==> config.mk <==
export PLATFORM = sky130hd
export DESIGN_NAME = part_mux_scan
export DESIGN_NICKNAME = d
export VERILOG_FILES = /design/src/rtl/part_mux_scan_pkg.sv /design/src/rtl/part_mux_scan_ctr.sv /design/src/rtl/part_mux_scan.sv
export SDC_FILE = /design/constraint.sdc
export NUM_CORES = 1
export LEC_CHECK = 0
export ABC_AREA = 1
export CELL_PAD_IN_SITES_DETAIL_PLACEMENT = 1
export CELL_PAD_IN_SITES_GLOBAL_PLACEMENT = 1
export CORE_ASPECT_RATIO = 0.8
export CORE_MARGIN = 5
export CORE_UTILIZATION = 25
export DETAILED_ROUTE_END_ITERATION = 12
export PLACE_DENSITY = 0.78
export SLEW_MARGIN = 20
export SYNTH_ARGS = -nofsm -noshare
export SYNTH_HDL_FRONTEND = slang
export SYNTH_SLANG_ARGS = --single-unit
==> constraint.sdc <==
create_clock -name CLK -period 1.13 [get_ports CLK]
set_clock_uncertainty 0.05 [all_clocks]
set_input_delay 0.1695 -clock CLK [delete_from_list [all_inputs] [get_ports CLK]]
set_output_delay 0.1695 -clock CLK [all_outputs]
set_load 0.01 [all_outputs]
==> src/rtl/part_mux_scan_pkg.sv <==
// Shared definitions for the registered multi-channel selector with scan counter.
// Holds mode encodings, the packed-data slice helper and the parameter legality check.
package part_mux_scan_pkg;

    localparam logic MODE_DIRECT = 1'b0;
    localparam logic MODE_SCAN   = 1'b1;

    // LSB position of channel ch, input idx inside the packed D bus.
    function automatic int d_lsb(input int ch, input int idx, input int nin, input int w);
        return ((ch * nin) + idx) * w;
    endfunction

    function automatic logic params_legal(input int nin, input int sw);
        return (nin >= 32'sd2) && ((32'sd1 << sw) >= nin);
    endfunction

endpackage

==> src/rtl/part_mux_scan_ctr.sv <==
// Round-robin scan counter over 0..NIN-1 with synchronous load, advance and a
// registered one-cycle wrap pulse.
module part_mux_scan_ctr
    import part_mux_scan_pkg::*;
#(
    parameter int NIN = 4,
    parameter int SW  = 2
) (
    input  logic          clk_i,
    input  logic          rst_n_i,
    input  logic          ld_i,
    input  logic [SW-1:0] ld_val_i,
    input  logic          adv_i,
    output logic [SW-1:0] cnt_o,
    output logic          wrap_o
);

    localparam logic [SW:0]   NIN_W = (SW + 1)'(NIN);
    localparam logic [SW-1:0] LAST  = SW'(NIN - 1);

    logic [SW-1:0] cnt_q, cnt_d;
    logic          wrap_q, wrap_d;

    // Next-state: load beats advance; an out-of-range load value restarts at zero.
    always_comb begin
        cnt_d  = cnt_q;
        wrap_d = 1'b0;
        if (ld_i) begin
            if ({1'b0, ld_val_i} < NIN_W) begin
                cnt_d = ld_val_i;
            end else begin
                cnt_d = '0;
            end
        end else if (adv_i) begin
            if (cnt_q == LAST) begin
                cnt_d  = '0;
                wrap_d = 1'b1;
            end else begin
                cnt_d = cnt_q + SW'(1);
            end
        end else begin
            cnt_d = cnt_q;
        end
    end

    // Counter and wrap state registers.
    always_ff @(posedge clk_i or negedge rst_n_i) begin
        if (!rst_n_i) begin
            cnt_q  <= '0;
            wrap_q <= 1'b0;
        end else begin
            cnt_q  <= cnt_d;
            wrap_q <= wrap_d;
        end
    end

    assign cnt_o  = cnt_q;
    assign wrap_o = wrap_q;

endmodule

==> src/rtl/part_mux_scan.sv <==
// NCH-channel, NIN-to-1 registered word selector with direct or scan-counter
// selection, per-channel active-low enables and valid flags.
module part_mux_scan
    import part_mux_scan_pkg::*;
#(
    parameter int NCH = 2,
    parameter int NIN = 4,
    parameter int W   = 1,
    parameter int SW  = 2
) (
    input  logic                   CLK,
    input  logic                   RST_N,
    input  logic [NCH*NIN*W-1:0]   D,
    input  logic [SW-1:0]          S,
    input  logic                   MODE,
    input  logic                   LD,
    input  logic [SW-1:0]          LD_VAL,
    input  logic                   ADV,
    input  logic [NCH-1:0]         E_N,
    output logic [NCH*W-1:0]       Y,
    output logic [NCH-1:0]         Y_VLD,
    output logic [SW-1:0]          SEL_Q,
    output logic [SW-1:0]          CNT,
    output logic                   WRAP
);

    localparam logic [SW:0] NIN_W = (SW + 1)'(NIN);

    if (!params_legal(NIN, SW)) begin : g_param_check
        $error("part_mux_scan: need NIN >= 2 and 2**SW >= NIN");
    end

    logic [SW-1:0] cnt_s;
    logic [SW-1:0] sel_s;
    logic          sel_ok_s;
    logic [SW-1:0] sel_q;

    part_mux_scan_ctr #(
        .NIN (NIN),
        .SW  (SW)
    ) u_ctr (
        .clk_i    (CLK),
        .rst_n_i  (RST_N),
        .ld_i     (LD),
        .ld_val_i (LD_VAL),
        .adv_i    (ADV),
        .cnt_o    (cnt_s),
        .wrap_o   (WRAP)
    );

    // Pre-edge counter value drives the capture, so scan output trails CNT by one edge.
    assign sel_s    = (MODE == MODE_SCAN) ? cnt_s : S;
    assign sel_ok_s = ({1'b0, sel_s} < NIN_W);

    // Selected-index register shared by all channels.
    always_ff @(posedge CLK or negedge RST_N) begin
        if (!RST_N) begin
            sel_q <= '0;
        end else begin
            sel_q <= sel_s;
        end
    end

    for (genvar c = 0; c < NCH; c++) begin : g_ch
        logic [W-1:0] y_q, y_d;
        logic         vld_q, vld_d;

        // Disabled or out-of-range selection forces the word low and invalid.
        always_comb begin
            y_d   = '0;
            vld_d = 1'b0;
            if (!E_N[c] && sel_ok_s) begin
                y_d   = D[d_lsb(c, int'(sel_s), NIN, W) +: W];
                vld_d = 1'b1;
            end else begin
                y_d   = '0;
                vld_d = 1'b0;
            end
        end

        // Per-channel output register.
        always_ff @(posedge CLK or negedge RST_N) begin
            if (!RST_N) begin
                y_q   <= '0;
                vld_q <= 1'b0;
            end else begin
                y_q   <= y_d;
                vld_q <= vld_d;
            end
        end

        assign Y[c*W +: W] = y_q;
        assign Y_VLD[c]    = vld_q;
    end

    assign SEL_Q = sel_q;
    assign CNT   = cnt_s;

endmodule
# Word level (Yosys, flattened, before mapping)
# Cells that the tools add are included.
[op_classes]
n_addsub = 2
n_eq_ne = 1
shifts = 2
mux = 11
n_reduce_logical = 1
[op_table]
columns = ["op", "count"]
rows = [
  ["$mux W2", 4],
  ["$shiftx A8 B3 Y1", 1],
  ["$shiftx A8 B5 Y1", 1],
  ["$mux W1", 7],
  ["$add A3 B2 Y4 const A", 1],
  ["$add A2 B1 Y2 const B", 1],
  ["$eq A2 B2 Y1 const B", 1],
  ["$reduce_bool A2 Y1", 1],
]
[word_totals]
reg_bits = 9
in_bits = 19
wordCells = 24

# Logic depth before layout (Yosys ltp)
[logic_depth]
ltp_word = 4
mapped_depth = 6
mapped_depth_nobuf = 6

# By module
# Synthesis repeated with hierarchy kept, for this count alone.
[hier_totals]
cells_unflattened = 66
hier_area_um2 = 511.7
[by_module_without_submodules]
columns = ["mod", "instances", "cells_per_inst", "area_each_um2", "seq_area_each_um2"]
rows = [
  ["part_mux_scan", 1, 47, 361.6, 150.1],
  ["part_mux_scan_ctr", 1, 19, 150.1, 75.1],
]

# Least setup slack after synthesis
# Ideal clock, no wire load.
[synth_timing]
path_kind = "register to register"
from = "register u_ctr.cnt_q[0] (netlist: u_ctr.cnt_o[0])"
to = "register u_ctr.cnt_q[1] (netlist: u_ctr.cnt_o[1])"
setup_time_ns = 0.124
arrival_ns = 0.884
required_time_ns = 0.956
path_slack_ns = 0.072
stages_incl_launch_ff = 4
n_path_buf = 0
synth_period_minus_slack_ns = 1.058
cell_sequence = "dfrtp_1 > ha_1 > nand3_1 > nand3_1"
[synth_via]
elab_chain_len = 4
word_cells_on_any_way = 5
cone_classes = "add/sub: 1; eq/ne: 1; mux: 3"
[synth_lines]
columns = ["item", "line_no", "source"]
rows = [
  ["start, declared", "part_mux_scan_ctr.sv:21", "logic [SW-1:0] cnt_q, cnt_d;"],
  ["start signal, assigned", "part_mux_scan_ctr.sv:52", "cnt_q <= cnt_d;"],
  ["$add A2 B1 Y2 or $eq A2 B2 Y1 (tied branches)", "part_mux_scan_ctr.sv:39, part_mux_scan_ctr.sv:35", ""],
  ["$mux W2 (*)", "part_mux_scan_ctr.sv:35", "if (cnt_q == LAST) begin"],
  ["$mux W2 (*)", "part_mux_scan_ctr.sv:34", "end else if (adv_i) begin"],
  ["$mux W2 (*)", "part_mux_scan_ctr.sv:28", "if (ld_i) begin"],
]
# Mark *: on every way between the ends. The rest lies on a longest branch, timed or not. The select of a mux whose other input is x is not followed.
# A chain may end at the register's enable or synchronous reset.

# Final worst setup path
[layout_timing]
from = "register u_ctr.cnt_q[0] (netlist: u_ctr.cnt_o[0])"
to = "output port CNT[0]"
[layout_rtl]
columns = ["item", "line_no", "source"]
rows = [
  ["end, declared", "part_mux_scan.sv:23", "output logic [SW-1:0] CNT,"],
]
# No word-level cell between the ends.

==> results.txt <==
- Combinational share of power: 0.362
- After technology mapping, the gate count stands at 64.
* Global-route wire length before repair: 2587 um
- The flow ran to the end, but the final reports show violations.
- The final layout contains about 120 nets.
- After synthesis, the mean cell area works out to between 7 and 8 um2.
- Summed over all nets, the half-perimeter wirelength after detailed placement is 1219 um.
- Final Wtd Congestion: 0.7768
- Routed vias/inst: around 4.3
* Max_slew headroom: 0.7251
- Starting density of the core: 0.2659
* Antenna violation net count after detailed routing: 0
- Wire length per cell: between 10 and 15 um
- Number of warnings issued by yosys: 0
* Critical path capture point type: output pin
- Clock tree synthesis selected as its root buffer the cell sky130_fd_sc_hd__clkbuf_4.
- Syn_nets: 84
- For this run, the total global-route usage over all layers was measured as 0.1214.
- Once layout is complete, the utilization of the core stands at 0.4967.
- Port buffering added 27 buffers.
- TritonCTS built the clock tree.
- The floorplan has 14 rows.
- Across the run, the number of max-cap violations was 0.
* Violations in the final reports: negative setup slack
- Worst endpoint required time: a little over 0.9 ns
* Clk Latency, worst-skew pair: around 0.26 ns
- The number of antenna violations at the first check in global routing is 0.
- After detailed routing, the number of remaining DRC violations is 0.
- Derived from the worst setup path, the maximum achievable clock frequency is 844.7 MHz.
* Worst-path fanout max: 2
- Data on the critical path arrives at its endpoint at approximately 0.96 ns.
- Commonest cells after routing, fill and taps aside: 17 x sky130_fd_sc_hd__clkdlybuf4s50_1, 10 x sky130_fd_sc_hd__inv_1, 9 x sky130_fd_sc_hd__dfrtp_1, 8 x sky130_fd_sc_hd__nand2_1
- Fillers: roughly 230
* Highest ir drop seen on vdd: about 0.63 mV
- For this run the aggregate overflow at the end of global routing stands at 0.
- Counting I/O delays and the setup requirement, the final critical path takes between 1 and 1.5 ns.
* Total wirelength of the detailed-routed design: 1570 um
* Distinct cell type count after synthesis: 12
* Fraction of layout cells with a size suffix above 1: 0.3571
- The core region is about 0.0019 mm2.
* Flop pwr share: 0.377
- The number of antenna diodes in the final layout is 0.
* PnR Total Power: 0.9633 mW
- From left edge to right edge, the die measures ~60 um.
- The internal power of the cells totals roughly 0.67 mW.
* Ranking of synthesized cells by area: sky130_fd_sc_hd__dfrtp_1 45%, sky130_fd_sc_hd__nand3_1 14%, sky130_fd_sc_hd__inv_1 8.2%
- Path category of the worst min-delay check: input pin to async pin
- Among all stages on the critical path, the largest delay is contributed by sky130_fd_sc_hd__dfrtp_1.
- Clock-pin slew was measured on the worst setup and hold paths at ~0.070 ns.
- Post-cts hold buffer count: 0
* Largest net degree at the start of global routing: 10
* Final max-slew violation count: 0
- Across all setup checks in the final design, the least slack found is -0.05386 ns.
- The number of global-route vias before repair was slightly below 600.
- From synthesis to final layout, the design area changed by 86.82%.
- At the placement stage, the worst setup path has a slack of -0.2823 ns.
* Worst R2R Setup Slack: -0.04 ns
* Number of ports placed on the die boundary: 28
- Worst Setup Path Type: flip-flop to output pin
* Final hold violations: 0
* Register area share after synthesis: 0.4478
* Count of TritonRoute iterations in the first routing pass: 2
- Detailed Route Iter0 Violations: 4
- Of the available clock period, the critical path in the final layout requires 1.048.
* CTS buffer count: 3
- Setup repair after global routing could not meet its margin everywhere.
* Static leakage: between 0.4 and 0.5 nW
- Mapped cell area: 503.0 um2
- The die is roughly 50 um tall.
- Worst path buffer plus inverter count: 1
* Switching portion of total power: 0.3096
- Clock power frac: 0.261
* Kind of start point of the critical path: flip-flop
* Vias post-DR: 528
- In this design, the largest share of critical-path delay is due to flip-flops.
- Power Density: 1025 mW/mm2
- No sink is reached through more buffers than the 2 on the longest clock path.
* Most frequent standard cell in the layout excluding fill and tap cells: sky130_fd_sc_hd__clkdlybuf4s50_1
- Cell type with the largest total area after synthesis: sky130_fd_sc_hd__dfrtp_1
* Setup-failing EPs final: 3
- Summed over all nets, the switching power comes to between 0.2 and 0.3 mW.
- Counting every sink on the clock net gives 9.
- In this run the number of H-tree levels came out at 1.
- Cell-by-cell trace of the critical path: dlygate4sd2_1
* Portion of synthesized cell area occupied by the leading cell type: 0.4478
* Synth Register Bits: 9
* Slowest cell delay on critical path: 0.41 ns
* Slew at the pin with the worst max-slew slack: between 0.4 and 0.5 ns
- The die covers 0.003015 mm2.
flip-flops by register name, summed over array words and instances (netlist names):
name / flops
SEL_Q: 2
g_ch.vld_q: 2
g_ch.y_q: 2
u_ctr.cnt_o: 2
u_ctr.wrap_o: 1
worst register-to-register path: cells and delay by family (launching register included):
kind                   cells  cell delay [ns]
AOI/OAI and AO/OA          1             0.13
buffers and inverters      3             0.32
DFF                        1             0.41
and+or+nand+nor            3             0.21
synth_stat cells (all sizes together):
master  count
buf         4
nand3      14
dfrtp       9
ha          1
nand2      14
o21ai       2
inv        15
a21oi       2
nor2        3
metal layers:
| layer | up-vias | part of all wire | track usage |
|---|---|---|---|
| met3 | 2 | 0.066 | 0.01828 |
| met1 | 247 | 0.38 | 0.1319 |
| li1 | 261 | - | - |
| met4 | 0 | 0.017 | 0.08856 |
| met2 | 18 | 0.53 | 0.2086 |
| met5 | - | 0 | 0 |
power groups by stage:
stage,Clock [mW],Sequential [mW],Combinational [mW]
3_3_place_gp,0,0.371,0.284
6_report,0.251,0.363,0.348
4_1_cts,0.258,0.363,0.329
3_5_place_dp,0,0.371,0.295
2_1_floorplan,0,0.381,0.107
5_1_grt,0.272,0.366,0.378
cells by family after synthesis:
kind of cell | Yosys count | synth area share
and+or+nand+nor | 31 | 0.3010
buffers and inverters | 19 | 0.1716
adders and majority gates | 1 | 0.02487
AOI/OAI and AO/OA | 4 | 0.05473
DFF | 9 | 0.4478
path summary, 6_finish.rpt:
check                                            from                    endpoint  cells after the start
max                        u_ctr.cnt_o[0]$_DFFE_PN0P_                      CNT[0]                      1
min                                             RST_N      u_ctr.wrap_o$_DFF_PN0_                      1
max reg2reg                u_ctr.cnt_o[0]$_DFFE_PN0P_       g_ch[0].y_q$_DFF_PN0_                      7
min reg2reg                u_ctr.cnt_o[1]$_DFFE_PN0P_  u_ctr.cnt_o[1]$_DFFE_PN0P_                      3
max in group asynchronous                       RST_N          SEL_Q[0]$_DFF_PN0_                      1
min in group CLK                               E_N[1]     g_ch[1].vld_q$_DFF_PN0_                      2
layout make-up:
type,count,area [um2],area share
Clock buffer,3,22.52,0.02397
Clock inverter,1,5.005,0.005326
Inverter,15,58.81,0.06258
Multi-Input combinational cell,36,271.5,0.2889
Sequential cell,9,225.2,0.2397
Tap cell,24,30.03,0.03196
Timing Repair Buffer,34,326.6,0.3475
stage by stage:
| step | hold WS (ns) | instance area (um2) | TNS [ns] | cells |
|---|---|---|---|---|
| 4_1_cts | 0.1476 | 914.6 | -0.1848 | 122 |
| 3_3_place_gp | 0.4316 | 818.3 | -0.7283 | 117 |
| 3_5_place_dp | 0.4391 | 818.3 | -0.9545 | 117 |
| 2_1_floorplan | -0.1761 | 503.0 | 0 | 64 |
| 5_1_grt | 0.1784 | 939.7 | -0.2678 | 122 |
| 6_report | 0.1381 | 939.7 | -0.1409 | 122 |
repair_timing:
item | in CTS | in global routing
pin swaps | 7 | 5
resized for setup | 30 | 12
setup buffers | 1 | 0
setup endpoints to repair | 13 | 10
No activity file was read; power rests on OpenSTA's default activity.
